**config.mk**
```make
export PLATFORM = sky130hd
export DESIGN_NAME = idct_coef_sequencer
export DESIGN_NICKNAME = d
export VERILOG_FILES = /design/src/rtl/idct_coef_sequencer.sv
export SDC_FILE = /design/constraint.sdc
export NUM_CORES = 1
export LEC_CHECK = 0
export ABC_AREA = 0
export CAP_MARGIN = 20
export CORE_ASPECT_RATIO = 1.25
export CORE_UTILIZATION = 53
export DETAILED_ROUTE_END_ITERATION = 8
export GPL_ROUTABILITY_DRIVEN = 0
export MAX_ROUTING_LAYER = met4
export PLACE_DENSITY = 0.77
export SLEW_MARGIN = 0
export SYNTH_ARGS = -nofsm -noshare
export SYNTH_HDL_FRONTEND = slang
export SYNTH_SLANG_ARGS = --single-unit
```
**constraint.sdc**
```tcl
create_clock -name clk -period 4.5 [get_ports clk]
set_clock_uncertainty 0.15 [all_clocks]
set_input_delay 0.9 -clock clk [delete_from_list [all_inputs] [get_ports clk]]
set_output_delay 0.9 -clock clk [all_outputs]
set_load 0.005 [all_outputs]
```
**src/rtl/idct_coef_sequencer.sv**
```systemverilog
// idct_coef_sequencer: 1-D 8-point IDCT sequencer. It loads X[0..7], then for each
// output n it issues eight (sample, select-code) pairs to an external shift-add
// multiplier, follows each product's sign through the multiplier latency,
// accumulates the products and presents the rounded, scaled x[n].
// Build option: define IDCT_SEQ_SAT_EN to saturate the output (the default wraps it).
module idct_coef_sequencer #(
  parameter int MUL_LAT = 3,
  parameter int SHIFT   = 7,
  parameter int OUT_W   = 16
) (
  input  logic                    clk,
  input  logic                    rst_b,
  input  logic                    in_valid,
  output logic                    in_ready,
  input  logic signed [15:0]      in_data,
  output logic signed [15:0]      mul_data,
  output logic [6:0]              mul_ctr,
  input  logic signed [22:0]      mul_result,
  output logic                    out_valid,
  input  logic                    out_ready,
  output logic signed [OUT_W-1:0] out_data,
  output logic                    out_last
);

  localparam int ACC_W = 26;
  localparam logic signed [ACC_W-1:0] RND = ACC_W'(1) << (SHIFT - 1);
`ifdef IDCT_SEQ_SAT_EN
  localparam logic signed [ACC_W-1:0] OUT_MAX = ACC_W'((1 << (OUT_W - 1)) - 1);
  localparam logic signed [ACC_W-1:0] OUT_MIN = ~OUT_MAX;
`endif

  typedef enum logic [1:0] {LOAD, ISSUE, DRAIN, OUT} state_t;

  state_t                   state, state_nxt;
  logic [2:0]               u_cnt, n_cnt;
  logic signed [15:0]       coef_buf [8];
  logic signed [ACC_W-1:0]  acc;
  logic [MUL_LAT-1:0]       vld_p, sgn_p;
  logic [7:0]               sel;
  logic                     issue_neg;
  logic signed [ACC_W-1:0]  prod_ext;

  // {negate, select code} for cosine term (n, u). The angle index m folds into
  // 0..16; u = 0 is the only case with m = 0 and it uses the fixed weight 45.
  function automatic logic [7:0] coef_sel(input logic [2:0] n, input logic [2:0] u);
    logic [6:0] prod;
    logic [4:0] m;
    logic [3:0] k;
    logic       neg;
    logic [6:0] code;
    prod = {3'b000, n, 1'b1} * {4'b0000, u};
    m    = prod[4:0];
    if (m > 5'd16) m = 5'd0 - m;
    neg = 1'b0;
    k   = m[3:0];
    if (m > 5'd8) begin
      neg = 1'b1;
      k   = 4'(5'd16 - m);
    end
    case (k)
      4'd0:    code = 7'b0101101;  // 45 (u = 0)
      4'd1:    code = 7'b1000000;  // 64
      4'd2:    code = 7'b0111011;  // 59
      4'd3:    code = 7'b0110101;  // 53
      4'd4:    code = 7'b0101101;  // 45
      4'd5:    code = 7'b0100100;  // 36
      4'd6:    code = 7'b0011000;  // 24
      4'd7:    code = 7'b0001100;  // 12
      default: code = 7'b0000000;  // 0
    endcase
    return {neg, code};
  endfunction

  // Round half up, arithmetic shift, then fit the value to OUT_W bits.
  function automatic logic signed [OUT_W-1:0] fmt_out(input logic signed [ACC_W-1:0] a);
    logic signed [ACC_W-1:0] r;
    r = a + RND;
    r = r >>> SHIFT;
`ifdef IDCT_SEQ_SAT_EN
    if (r > OUT_MAX)      return OUT_MAX[OUT_W-1:0];
    else if (r < OUT_MIN) return OUT_MIN[OUT_W-1:0];
    else                  return r[OUT_W-1:0];
`else
    return r[OUT_W-1:0];
`endif
  endfunction

  assign prod_ext = {{(ACC_W-23){mul_result[22]}}, mul_result};

  // State register.
  always_ff @(posedge clk or negedge rst_b) begin
    if (!rst_b) state <= LOAD;
    else        state <= state_nxt;
  end

  // Next-state decode and all interface outputs.
  always_comb begin
    state_nxt = state;
    in_ready  = 1'b0;
    out_valid = 1'b0;
    out_last  = 1'b0;
    out_data  = '0;
    mul_data  = '0;
    mul_ctr   = '0;
    sel       = '0;
    issue_neg = 1'b0;
    case (state)
      LOAD: begin
        in_ready = 1'b1;
        if (in_valid && u_cnt == 3'd7) state_nxt = ISSUE;
      end
      ISSUE: begin
        sel       = coef_sel(n_cnt, u_cnt);
        mul_data  = coef_buf[u_cnt];
        mul_ctr   = sel[6:0];
        issue_neg = sel[7];
        if (u_cnt == 3'd7) state_nxt = DRAIN;
      end
      DRAIN: begin
        if (u_cnt == 3'(MUL_LAT - 1)) state_nxt = OUT;
      end
      OUT: begin
        out_valid = 1'b1;
        out_data  = fmt_out(acc);
        out_last  = (n_cnt == 3'd7);
        if (out_ready) state_nxt = (n_cnt == 3'd7) ? LOAD : ISSUE;
      end
      default: state_nxt = LOAD;
    endcase
  end

  // Beat counter (load index, issue index, drain cycles) and output index.
  always_ff @(posedge clk or negedge rst_b) begin
    if (!rst_b) begin
      u_cnt <= '0;
      n_cnt <= '0;
    end else begin
      case (state)
        LOAD:    begin
                   n_cnt <= '0;
                   if (in_valid) u_cnt <= u_cnt + 3'd1;
                 end
        ISSUE:   u_cnt <= u_cnt + 3'd1;
        DRAIN:   u_cnt <= (u_cnt == 3'(MUL_LAT - 1)) ? 3'd0 : u_cnt + 3'd1;
        default: begin
                   u_cnt <= '0;
                   if (out_ready) n_cnt <= n_cnt + 3'd1;
                 end
      endcase
    end
  end

  // Coefficient buffer, written one beat at a time while loading.
  always_ff @(posedge clk or negedge rst_b) begin
    if (!rst_b) begin
      for (int i = 0; i < 8; i++) coef_buf[i] <= '0;
    end else if (state == LOAD && in_valid) begin
      coef_buf[u_cnt] <= in_data;
    end
  end

  // Issue -> product: valid and sign ride alongside the multiplier pipeline.
  always_ff @(posedge clk or negedge rst_b) begin
    if (!rst_b) begin
      vld_p <= '0;
      sgn_p <= '0;
    end else begin
      vld_p <= {vld_p[MUL_LAT-2:0], state == ISSUE};
      sgn_p <= {sgn_p[MUL_LAT-2:0], issue_neg};
    end
  end

  // Accumulator: cleared on ISSUE entry, adds or subtracts each returning product.
  always_ff @(posedge clk or negedge rst_b) begin
    if (!rst_b)                                    acc <= '0;
    else if (state != ISSUE && state_nxt == ISSUE) acc <= '0;
    else if (vld_p[MUL_LAT-1])                     acc <= sgn_p[MUL_LAT-1] ? acc - prod_ext
                                                                           : acc + prod_ext;
  end

endmodule

```
==> run summary, run 1 <==
cell taking the most area after synthesis: dfrtp_1
clock insertion delay at the later pin of the skew report: 0.43 ns
fillcell total: 1330
nets: 1101
row cnt: 54
Mapped Area: 9470 sq um
routed vias/inst: 6.00
placed insts: 1208
register area share after synthesis: 0.436
Crit Path Max Fanout: 7
Peak Freq: 204 MHz
hold-fix buffers at CTS: 0
WP data required: 3.45 ns
failing checks: setup timing
Root Buffer: clkbuf_16
Most used DFF post-synth: dfrtp_1
max_cap viols: 0
final core utilization: 0.668
min Tclk post-route: 4.91 ns
startpoint types: flop
GRT Overall Usage: 0.282
Die Wd: 122 um
Setup Viol. Count Final: 7
Core Region: 17500 sq um
vias in the first global route: 7590
first-pass GRT wire length: 38500 um
die height: 151 um
Area contributors post-synth: dfrtp_1 44%, mux2_2 15%, a22oi_1 5.2%
io pins: 85
post-DR wirelength/cell: 19.0 um
final hold vios: 0
Final Cell Area: 11700 sq um
Max VDD drop: 0.000399 V
Ant. Diodes: 0
CTS tree: yes
Placed Area: 10900 sq um
DRC viols: 0
setup ws final: -0.407 ns
count leader, synth: dfrtp_1
crit path DAT: 3.86 ns
die area: 18400 sq um
clock-pin slew on the worst setup and hold paths: 0.06 ns
Synth cell types: 65
pin slew with the least headroom to its limit: 1.10 ns
largest net degree at the start of global routing: 74
Initial Utilization: 0.541
leak pwr: 5.20 nW
Post-DP HPWL: 15800 um
1st-pass router iterations: 5
worst hold slack: 0.201 ns
Relative slew margins: 0.270
Synth top area share: 0.436
Synth top cells by count: 165 x dfrtp_1, 129 x mux2_2, 69 x nor2_1
Syn. warnings: 0
layout cell share with drive strength beyond 1: 0.271
H-tree levels: 4
Crit Path Class: reg2out
syn_nets: 962
GRT Residual Overflow: 0
routed wire length: 23800 um
clock tree buffer depth: 2
setup TNS: -2.32 ns
Gate Count Post-Synth: 876
unrepaired setup endpoints after global routing: yes
routed vias: 7511
P per Cell Area: 672 nW/um^2
Post-Layout Cell Count: 1252
crit path capture type: output pin
HP Class: reg2reg
Synth Register Bits: 165
period utilisation layout: 1.09
status: finished with violations
Inserted Clock Buffers: 17
synthesis-to-layout area growth: 23.3%
syn avg cell area: 10.8 sq um
Antenna Nets Post-Route: 0
EDFF count, synth: 0
max-slew violations: 0
CTS Sinks: 165
Iter 0 DRT Violations: 394
PortBufs: 84
Post-synth ARST share: 1.00
initial antenna violation count: 0
==> critical path: stages, from the launching register on <==
cell and delay, ns:
dfrtp_1 0.38, inv_2 0.06, fa_1 0.54, inv_1 0.05, ha_2 0.17, fa_2 0.37, xor2_2 0.15, xnor3_2 0.30
a211o_1 0.19, o2111ai_4 0.14, a311oi_2 0.25, xor2_1 0.20, nand2_2 0.11, buf_12 0.16, buf_6 0.11, a211oi_2 0.12
buf_2 0.14
==> registers in the layout, summed over array words and instances (netlist names) <==
signal and cells:
acc 23, coef_buf 128, n_cnt 3, sgn_p 3, state 2, u_cnt 3, vld_p 3
==> power by group <==
part           switching [W]  internal, W
clock               0.000659     0.000790
combinational        0.00197      0.00198
sequential          0.000398      0.00206
==> layer usage <==
layer	vias up	part of all wire	global-route usage	wire length, um
li1	3506	-	-	-
met2	204	0.50	0.475	12000
met4	0	0.030	0.126	711
met3	45	0.041	0.0385	967
met1	3756	0.43	0.336	10100
met5	-	0	-	0
==> cells in the final DEF (no fill, tap or decap), types with 5 or more instances in the layout <==
| cell | n |
|---|---|
| dfrtp_1 | 165 |
| mux2_2 | 129 |
| clkdlybuf4s50_1 | 76 |
| buf_4 | 74 |
| nor2_1 | 67 |
| a22oi_1 | 66 |
| nand2_1 | 41 |
| ha_1 | 38 |
| xnor2_1 | 35 |
| a21oi_1 | 35 |
| inv_1 | 25 |
| o21ai_0 | 20 |
| a41oi_1 | 17 |
| clkbuf_16 | 17 |
| xor2_1 | 16 |
| and3_1 | 14 |
| nand3_1 | 14 |
| nor3_1 | 13 |
| mux2i_1 | 10 |
| o22ai_1 | 8 |
| a31oi_1 | 7 |
| nor3_2 | 7 |
| or3_1 | 6 |
| nand2b_1 | 6 |
| a211o_1 | 6 |
| a211oi_1 | 6 |
| o211ai_1 | 6 |
| buf_2 | 6 |
| and2_1 | 5 |
| inv_6 | 5 |
==> worst paths after layout <==
check / from / end / slack (ns) / cells after the start
hold reg to reg: sgn_p[0] / sgn_p[1] / 0.20 / 0
setup reg to reg: sgn_p[2] / acc[18] / 1.12 / 13
max in group asynchronous: rst_b / coef_buf[52] / 3.04 / 2
min in group asynchronous: rst_b / acc[22] / 0.31 / 1
setup / recovery: u_cnt[2] / mul_ctr[2] / -0.41 / 16
hold / removal: sgn_p[0] / sgn_p[1] / 0.20 / 0
==> kinds of logic after synthesis <==
| group | share of synthesized area |
|---|---|
| AO/OA/AOI/OAI | 0.143 |
| flip-flops | 0.436 |
| buffers and inverters | 0.0312 |
| AND/OR/NAND/NOR | 0.113 |
| adder cells (fa/ha/maj) | 0.0600 |
| XOR/XNOR | 0.0532 |
| multiplexers | 0.164 |
==> layout make-up <==
| cell class | count | area (sq um) | share of cell area |
|---|---|---|---|
| Tap cell | 224 | 280 | 0.0240 |
| Clock buffer | 18 | 429 | 0.0367 |
| Multi-Input combinational cell | 641 | 5150 | 0.440 |
| Sequential cell | 165 | 4130 | 0.353 |
| Clock inverter | 14 | 163 | 0.0139 |
| Inverter | 28 | 105 | 0.00900 |
| Timing Repair Buffer | 162 | 1430 | 0.123 |
==> per-stage QoR <==
stage / total power, W / setup slack [ns]
after floorplan: 0.00486 / 0.0438
after global placement: 0.00604 / -0.267
after CTS: 0.00785 / -0.489
after global routing: 0.00839 / -0.616
final: 0.00786 / -0.407
after detailed placement: 0.00617 / -0.383
==> timing repair <==
action / 4_1_cts / 5_1_grt
pin swaps: 14 / 6
endpoints found under the setup margin: 7 / 9
gates resized for setup: 40 / 4
setup buffers: 12 / 0
endpoints found under the hold margin: 0 / 0
gates cloned: 0 / 0
(Power assumes the default switching activity.)
==> run 2, diff against run 1 <==
CORE_UTILIZATION = 60   (was 53)
DONT_BUFFER_PORTS = 1   (was unset)
GPL_TIMING_DRIVEN = 1   (was unset)
PLACE_DENSITY = 0.76   (was 0.77)
clock period = 5.7 ns   (was 4.5 ns; I/O delays follow)
==> run 2 against run 1 <==
Net effect: the flow now finishes without violations; sequential share of layout area is 4.9 points higher; core utilization is 0.57 points lower; clock power is 17% lower; critical path type unchanged; largest cell class unchanged; largest power group unchanged; highest routed layer unchanged.
==> run summary, run 2 (same netlist as run 1, synthesis figures left out) <==
Crit Path Max Fanout: 9 (+2)
P per Cell Area: 554 nW/um^2 (-18%)
postcts setup bufs: 0 (-12)
Crit Path Class: reg2out
layout cell share with drive strength beyond 1: 0.217 (-0.0542)
Ant. Diodes: 0 (unchanged)
HP Class: reg2reg
DRC viols: 0 (unchanged)
GRT Residual Overflow: 0 (unchanged)
largest net degree at the start of global routing: 166 (+120%)
max-slew violations: 0 (unchanged)
Initial Utilization: 0.611 (+0.0696)
Inserted Clock Buffers: 17 (unchanged)
clock-pin slew on the worst setup and hold paths: 0.07 ns (about the same)
Relative slew margins: 0.240 (-0.0295)
initial antenna violation count: 0 (unchanged)
Top Usage Layer GRT: met2
vias in the first global route: 7283 (-4.0%)
Root Buffer: clkbuf_16
Iter 0 DRT Violations: 601 (+53%)
row cnt: 51 (-5.6%)
period utilisation layout: 0.957
io pins: 85 (unchanged)
WP data required: 4.41 ns (+0.96 ns)
Die Wd: 114 um (-5.9%)
nets: 943 (-14%)
min Tclk post-route: 5.45 ns
first-pass GRT wire length: 37600 um (-2.3%)
final hold vios: 0 (unchanged)
routed vias: 7065 (-5.9%)
met3 Usage GRT: 0.0626 (+0.0241)
max_cap viols: 0 (unchanged)
PortBufs: 0 (-100%)
critical path's top delay family: adder cells
unrepaired setup endpoints after global routing: no
leading cell type in the layout, fill and taps excluded: dfrtp_1
pin slew with the least headroom to its limit: 1.14 ns (+0.0443 ns)
routed vias/inst: 6.53 (+8.8%)
Post-Layout Cell Count: 1082 (-14%)
crit path capture type: output pin
Core Region: 15500 sq um (-11%)
clock insertion delay at the later pin of the skew report: 0.44 ns (about the same)
Setup Viol. Count Final: 0 (-7)
CTS Sinks: 165 (unchanged)
setup TNS: 0 ns (+2.32 ns)
met1 usage: 0.353 (+0.0168)
Peak Freq: 183 MHz
WP buf/inv: 2 (-3)
max FFs per register: 128 (unchanged)
startpoint types: flop
M2 GR Usage: 0.523 (+0.0481)
largest registers: coef_buf: 128 flops, acc: 23 flops
die height: 142 um (-5.9%)
crit path DAT: 4.16 ns (+0.30 ns)
Antenna Nets Post-Route: 0 (unchanged)
Max VDD drop: 0.000275 V (-31%)
Cell Chain, Critical Path: inv_1 -> fa_1 -> inv_1 -> ha_1 -> fa_1 -> nor4_4 -> a21oi_1 -> a211o_1 -> o2111ai_2 -> nor2_1 -> xnor2_2 -> nor2_1 -> a211oi_1
slowest CP cell: fa_1
CTS tree: yes
synthesis-to-layout area growth: 8.36%
Biggest register: coef_buf
Largest stage delay, worst path: 0.60 ns (+0.06 ns)
hold-fix buffers at CTS: 0 (unchanged)
Post-DP HPWL: 15200 um (-3.9%)
leak pwr: 4.51 nW (-13%)
most frequent cells in the layout: 162 x dfrtp_1, 129 x mux2_2, 67 x nor2_1, 66 x a22oi_1, 42 x nand2_1
H-tree levels: 4 (unchanged)
placed insts: 1050 (-13%)
die area: 16300 sq um (-11%)
clock tree buffer depth: 2 (unchanged)
status: finished clean
1st-pass router iterations: 6 (+1)
GRT Overall Usage: 0.311 (+0.0298)
post-DR wirelength/cell: 21.7 um (+14%)
routed wire length: 23500 um (-1.4%)
-- run 2: cell types whose count changed in the layout (fill, tap and decap cells not counted), moves of 5 or more --
cell	before	now
buf_2	6	0
nor3_2	7	2
buf_4	74	4
clkdlybuf4s50_1	76	0
-- run 2: where the power goes --
group / switching, W / leakage [nW] / internal, W
combinational: 0.00137 / 2.05 / 0.00110
sequential: 0.000379 / 2.16 / 0.00162
clock: 0.000510 / 0.296 / 0.000703
total: 0.00226 / 4.51 / 0.00343
-- run 2: stage by stage --
stage / hold WS, ns / setup slack, ns / utilization / power (W) / cell area, sq um
floorplan: 0.181 / 0.820 / - / 0.00383 / 9470
global placement: 0.184 / 0.657 / 0.620 / 0.00426 / 9620
detailed placement: 0.186 / 0.441 / 0.620 / 0.00442 / 9620
CTS: 0.201 / 0.00752 / 0.660 / 0.00565 / 10200
global route: 0.206 / 0.0202 / 0.662 / 0.00604 / 10300
finish: 0.197 / 0.246 / 0.662 / 0.00569 / 10300
-- run 2: repair_timing --
| action | CTS | global route |
|---|---|---|
| endpoints found under the setup margin | 1 | 7 |
| resized for setup | 1 | 5 |
| pin swaps | 0 | 1 |
-- run 2: worst paths after layout --
check / from / endpoint / slack (ns) / cells past startpoint
worst min-delay path: sgn_p[0] / sgn_p[1] / 0.20 / 0
min in group asynchronous: rst_b / acc[20] / 0.24 / 0
max in group asynchronous: rst_b / u_cnt[0] / 4.91 / 0
worst max-delay path: u_cnt[2] / mul_ctr[2] / 0.25 / 13
worst min register to register: sgn_p[0] / sgn_p[1] / 0.20 / 0
worst max register to register: sgn_p[2] / acc[16] / 1.86 / 10
-- run 2: layout make-up --
| class | count | area (sq um) |
|---|---|---|
| tap | 212 | 265 |
| fill | 1163 | 5240 |
| sequential | 165 | 4130 |
| timing repair buffer | 4 | 30.0 |
| clock buffer | 18 | 429 |
| inverter | 28 | 105 |
| clock inverter | 14 | 189 |
| multi-input combinational | 641 | 5110 |
-- run 2: routing by layer --
| layer | routed length (um) | vias up |
|---|---|---|
| met3 | 1320 | 62 |
| met2 | 12000 | 263 |
| met1 | 9300 | 3551 |
| met4 | 835 | 0 |
| met5 | 0 | - |
| li1 | - | 3189 |
==> run 3, diff against run 2 <==
--- a/config.mk
+++ b/config.mk
@@ -12,5 +12,4 @@
 export DETAILED_ROUTE_END_ITERATION = 8
 export DONT_BUFFER_PORTS = 1
-export GPL_ROUTABILITY_DRIVEN = 0
 export GPL_TIMING_DRIVEN = 1
 export MAX_ROUTING_LAYER = met4
==> constraint.sdc (replaced) <==
create_clock -name clk -period 5.7 [get_ports clk]
set_clock_uncertainty 0.15 [all_clocks]
set_input_delay 1.14 -clock clk [delete_from_list [all_inputs] [get_ports clk]]
set_output_delay 1.14 -clock clk [all_outputs]
set_load 0.02 [all_outputs]
==> run 3 against run 2 <==
Net effect: final area is 0.74% higher; routed wire length down 1.2%; final cell count increased by 0.92%; critical path depth increased by 1; non-clock buffer count up 10; power up 3.0%; largest cell class unchanged; highest routed layer unchanged.
==> run summary, run 3 (same netlist as run 1, synthesis figures left out) <==
status: finished clean
WP buf/inv: 4 (+2)
r2r setup slk: 1.83 ns (-0.03 ns)
slowest CP cell: fa_1
fillcell total: 1204 (+3.5%)
Initial Utilization: 0.611 (unchanged)
HP Class: reg2reg
largest registers: coef_buf: 128 flops, acc: 23 flops
Cell Chain, Critical Path: clkinvlp_4 -> fa_1 -> inv_1 -> ha_1 -> fa_2 -> xor2_1 -> xnor3_2 -> a211o_1 -> o2111ai_2 -> nor2_1 -> xnor2_2 -> buf_4 -> buf_4 -> nor4_4
Core Region: 15500 sq um (unchanged)
Reg2Reg Launch Point: sgn_p[2]
multi-input logic area: 5120 sq um (about the same)
Crit path top cell by count: buf_4
Peak Freq: 182 MHz (-0.92%)
Biggest register: coef_buf
Placed Area: 9670 sq um (+0.47%)
unrepaired setup endpoints after global routing: no
GRT Residual Overflow: 0 (unchanged)
worst hold slack: 0.199 ns (+0.00241 ns)
crit path capture type: output pin
post-DR wirelength/cell: 21.2 um (-2.1%)
vias in the first global route: 7277 (-0.082%)
H-tree levels: 4 (unchanged)
P per Cell Area: 567 nW/um^2 (+2.3%)
Worst Setup SP: u_cnt[2]
max FFs per register: 128 (unchanged)
initial antenna violation count: 0 (unchanged)
routed vias/inst: 6.44 (-1.4%)
leak pwr: 4.56 nW (+1.2%)
min Tclk post-route: 5.50 ns (+0.0508 ns)
Max VDD drop: 0.000321 V (+17%)
row cnt: 51 (unchanged)
Final GP Congestion: 0.909
max-slew violations: 0 (unchanged)
RR Endpoint: acc[16]
setup TNS: 0 ns (unchanged)
CTS Sinks: 165 (unchanged)
clock-pin slew on the worst setup and hold paths: 0.07 ns (about the same)
Crit Path Class: reg2out
clock insertion delay at the later pin of the skew report: 0.43 ns (about the same)
PortBufs: 0 (unchanged)
hold-fix buffers at CTS: 0 (unchanged)
crit path DAT: 4.21 ns (+0.05 ns)
Post-DP HPWL: 15000 um (-1.5%)
Die Wd: 114 um (unchanged)
R2R depth: 10 (unchanged)
first-pass GRT wire length: 37300 um (-0.64%)
startpoint types: flop
CP endpoint: mul_ctr[6]
period utilisation layout: 0.966 (+0.00892)
largest net degree at the start of global routing: 166 (unchanged)
leading cell type in the layout, fill and taps excluded: dfrtp_1
Final Cell Area: 10300 sq um (+0.74%)
sequential cell area: 4130 sq um (about the same)
Iter 0 DRT Violations: 555 (-7.7%)
Root Buffer: clkbuf_16
Ant. Diodes: 0 (unchanged)
1st-pass router iterations: 5 (-1)
CTS tree: yes
max_cap viols: 0 (unchanged)
GRT Overall Usage: 0.309 (-0.00228)
layout cell share with drive strength beyond 1: 0.226 (+0.00889)
WP data required: 4.41 ns (about the same)
nets: 953 (+1.1%)
Largest stage delay, worst path: 0.54 ns (-0.06 ns)
Antenna Nets Post-Route: 0 (unchanged)
routed wire length: 23200 um (-1.2%)
io pins: 85 (unchanged)
DRC viols: 0 (unchanged)
synthesis-to-layout area growth: 9.17%
clock tree buffer depth: 2 (unchanged)
die area: 16300 sq um (unchanged)
Crit Path Max Fanout: 8 (-1)
Setup Viol. Count Final: 0 (unchanged)
Relative slew margins: 0.240 (-0.000578)
final hold vios: 0 (unchanged)
pin slew with the least headroom to its limit: 1.14 ns (+0.000866 ns)
critical path's top delay family: adder cells
Inserted Clock Buffers: 17 (unchanged)
stages on the worst setup path: 14 (+1)
most frequent cells in the layout: 164 x dfrtp_1, 129 x mux2_2, 67 x nor2_1, 66 x a22oi_1, 42 x nand2_1
die height: 142 um (unchanged)
routed vias: 7029 (-0.51%)
run 3: cell count changes in the layout (fill, tap and decap cells not counted):
| cell | delta |
|---|---|
| fa_2 | +1 |
| clkinvlp_4 | +1 |
| inv_1 | -1 |
| inv_6 | -3 |
| fa_1 | -1 |
| clkbuf_8 | +1 |
| clkinv_2 | +2 |
| dfrtp_1 | +2 |
| buf_4 | +10 |
| dfrtp_2 | -2 |
run 3: through the flow:
step	std cells	util	worst slack [ns]	power, W
after floorplan	876	-	0.499	0.00395
after global placement	1056	0.623	0.559	0.00441
after detailed placement	1056	0.623	0.442	0.00456
after CTS	1090	0.665	0.0170	0.00582
after global routing	1092	0.667	0.00759	0.00623
final	1092	0.667	0.195	0.00586
run 3: timing repair:
item                                    4_1_cts  5_1_grt
resized for setup                             2        4
endpoints found under the setup margin        4        7
gates cloned                                  0        0
setup buffers                                 2        2
pin swaps                                     1        1
run 3: per-layer routing:
layer,vias up,GRT usage,routed length (um)
li1,3213,-,-
met1,3524,0.348,9120
met2,227,0.527,12100
met3,65,0.0613,1200
met4,0,0.144,771
met5,-,-,0
run 3: report_power, final:
group / switching, W / internal [W]
combinational: 0.00151 / 0.00117
sequential: 0.000355 / 0.00162
clock: 0.000493 / 0.000709
total: 0.00236 / 0.00350
run 3: area by class of cell:
cell class | count | area share
clock buffer | 19 | 0.0428
clock inverter | 13 | 0.0167
inverter | 28 | 0.0105
multi-input combinational | 641 | 0.495
sequential | 165 | 0.399
tap | 212 | 0.0257
timing repair buffer | 14 | 0.0102
run 3: how the worst min path moves through the flow:
stage	start	to	slack, ns	cells after the start
after CTS	sgn_p[0]	sgn_p[1]	0.20	0
after global routing	sgn_p[0]	sgn_p[1]	0.21	0
final	sgn_p[0]	sgn_p[1]	0.20	0
after detailed placement	sgn_p[0]	sgn_p[1]	0.18	0
after global placement	vld_p[1]	vld_p[2]	0.18	0
after floorplan	sgn_p[0]	sgn_p[1]	0.18	0
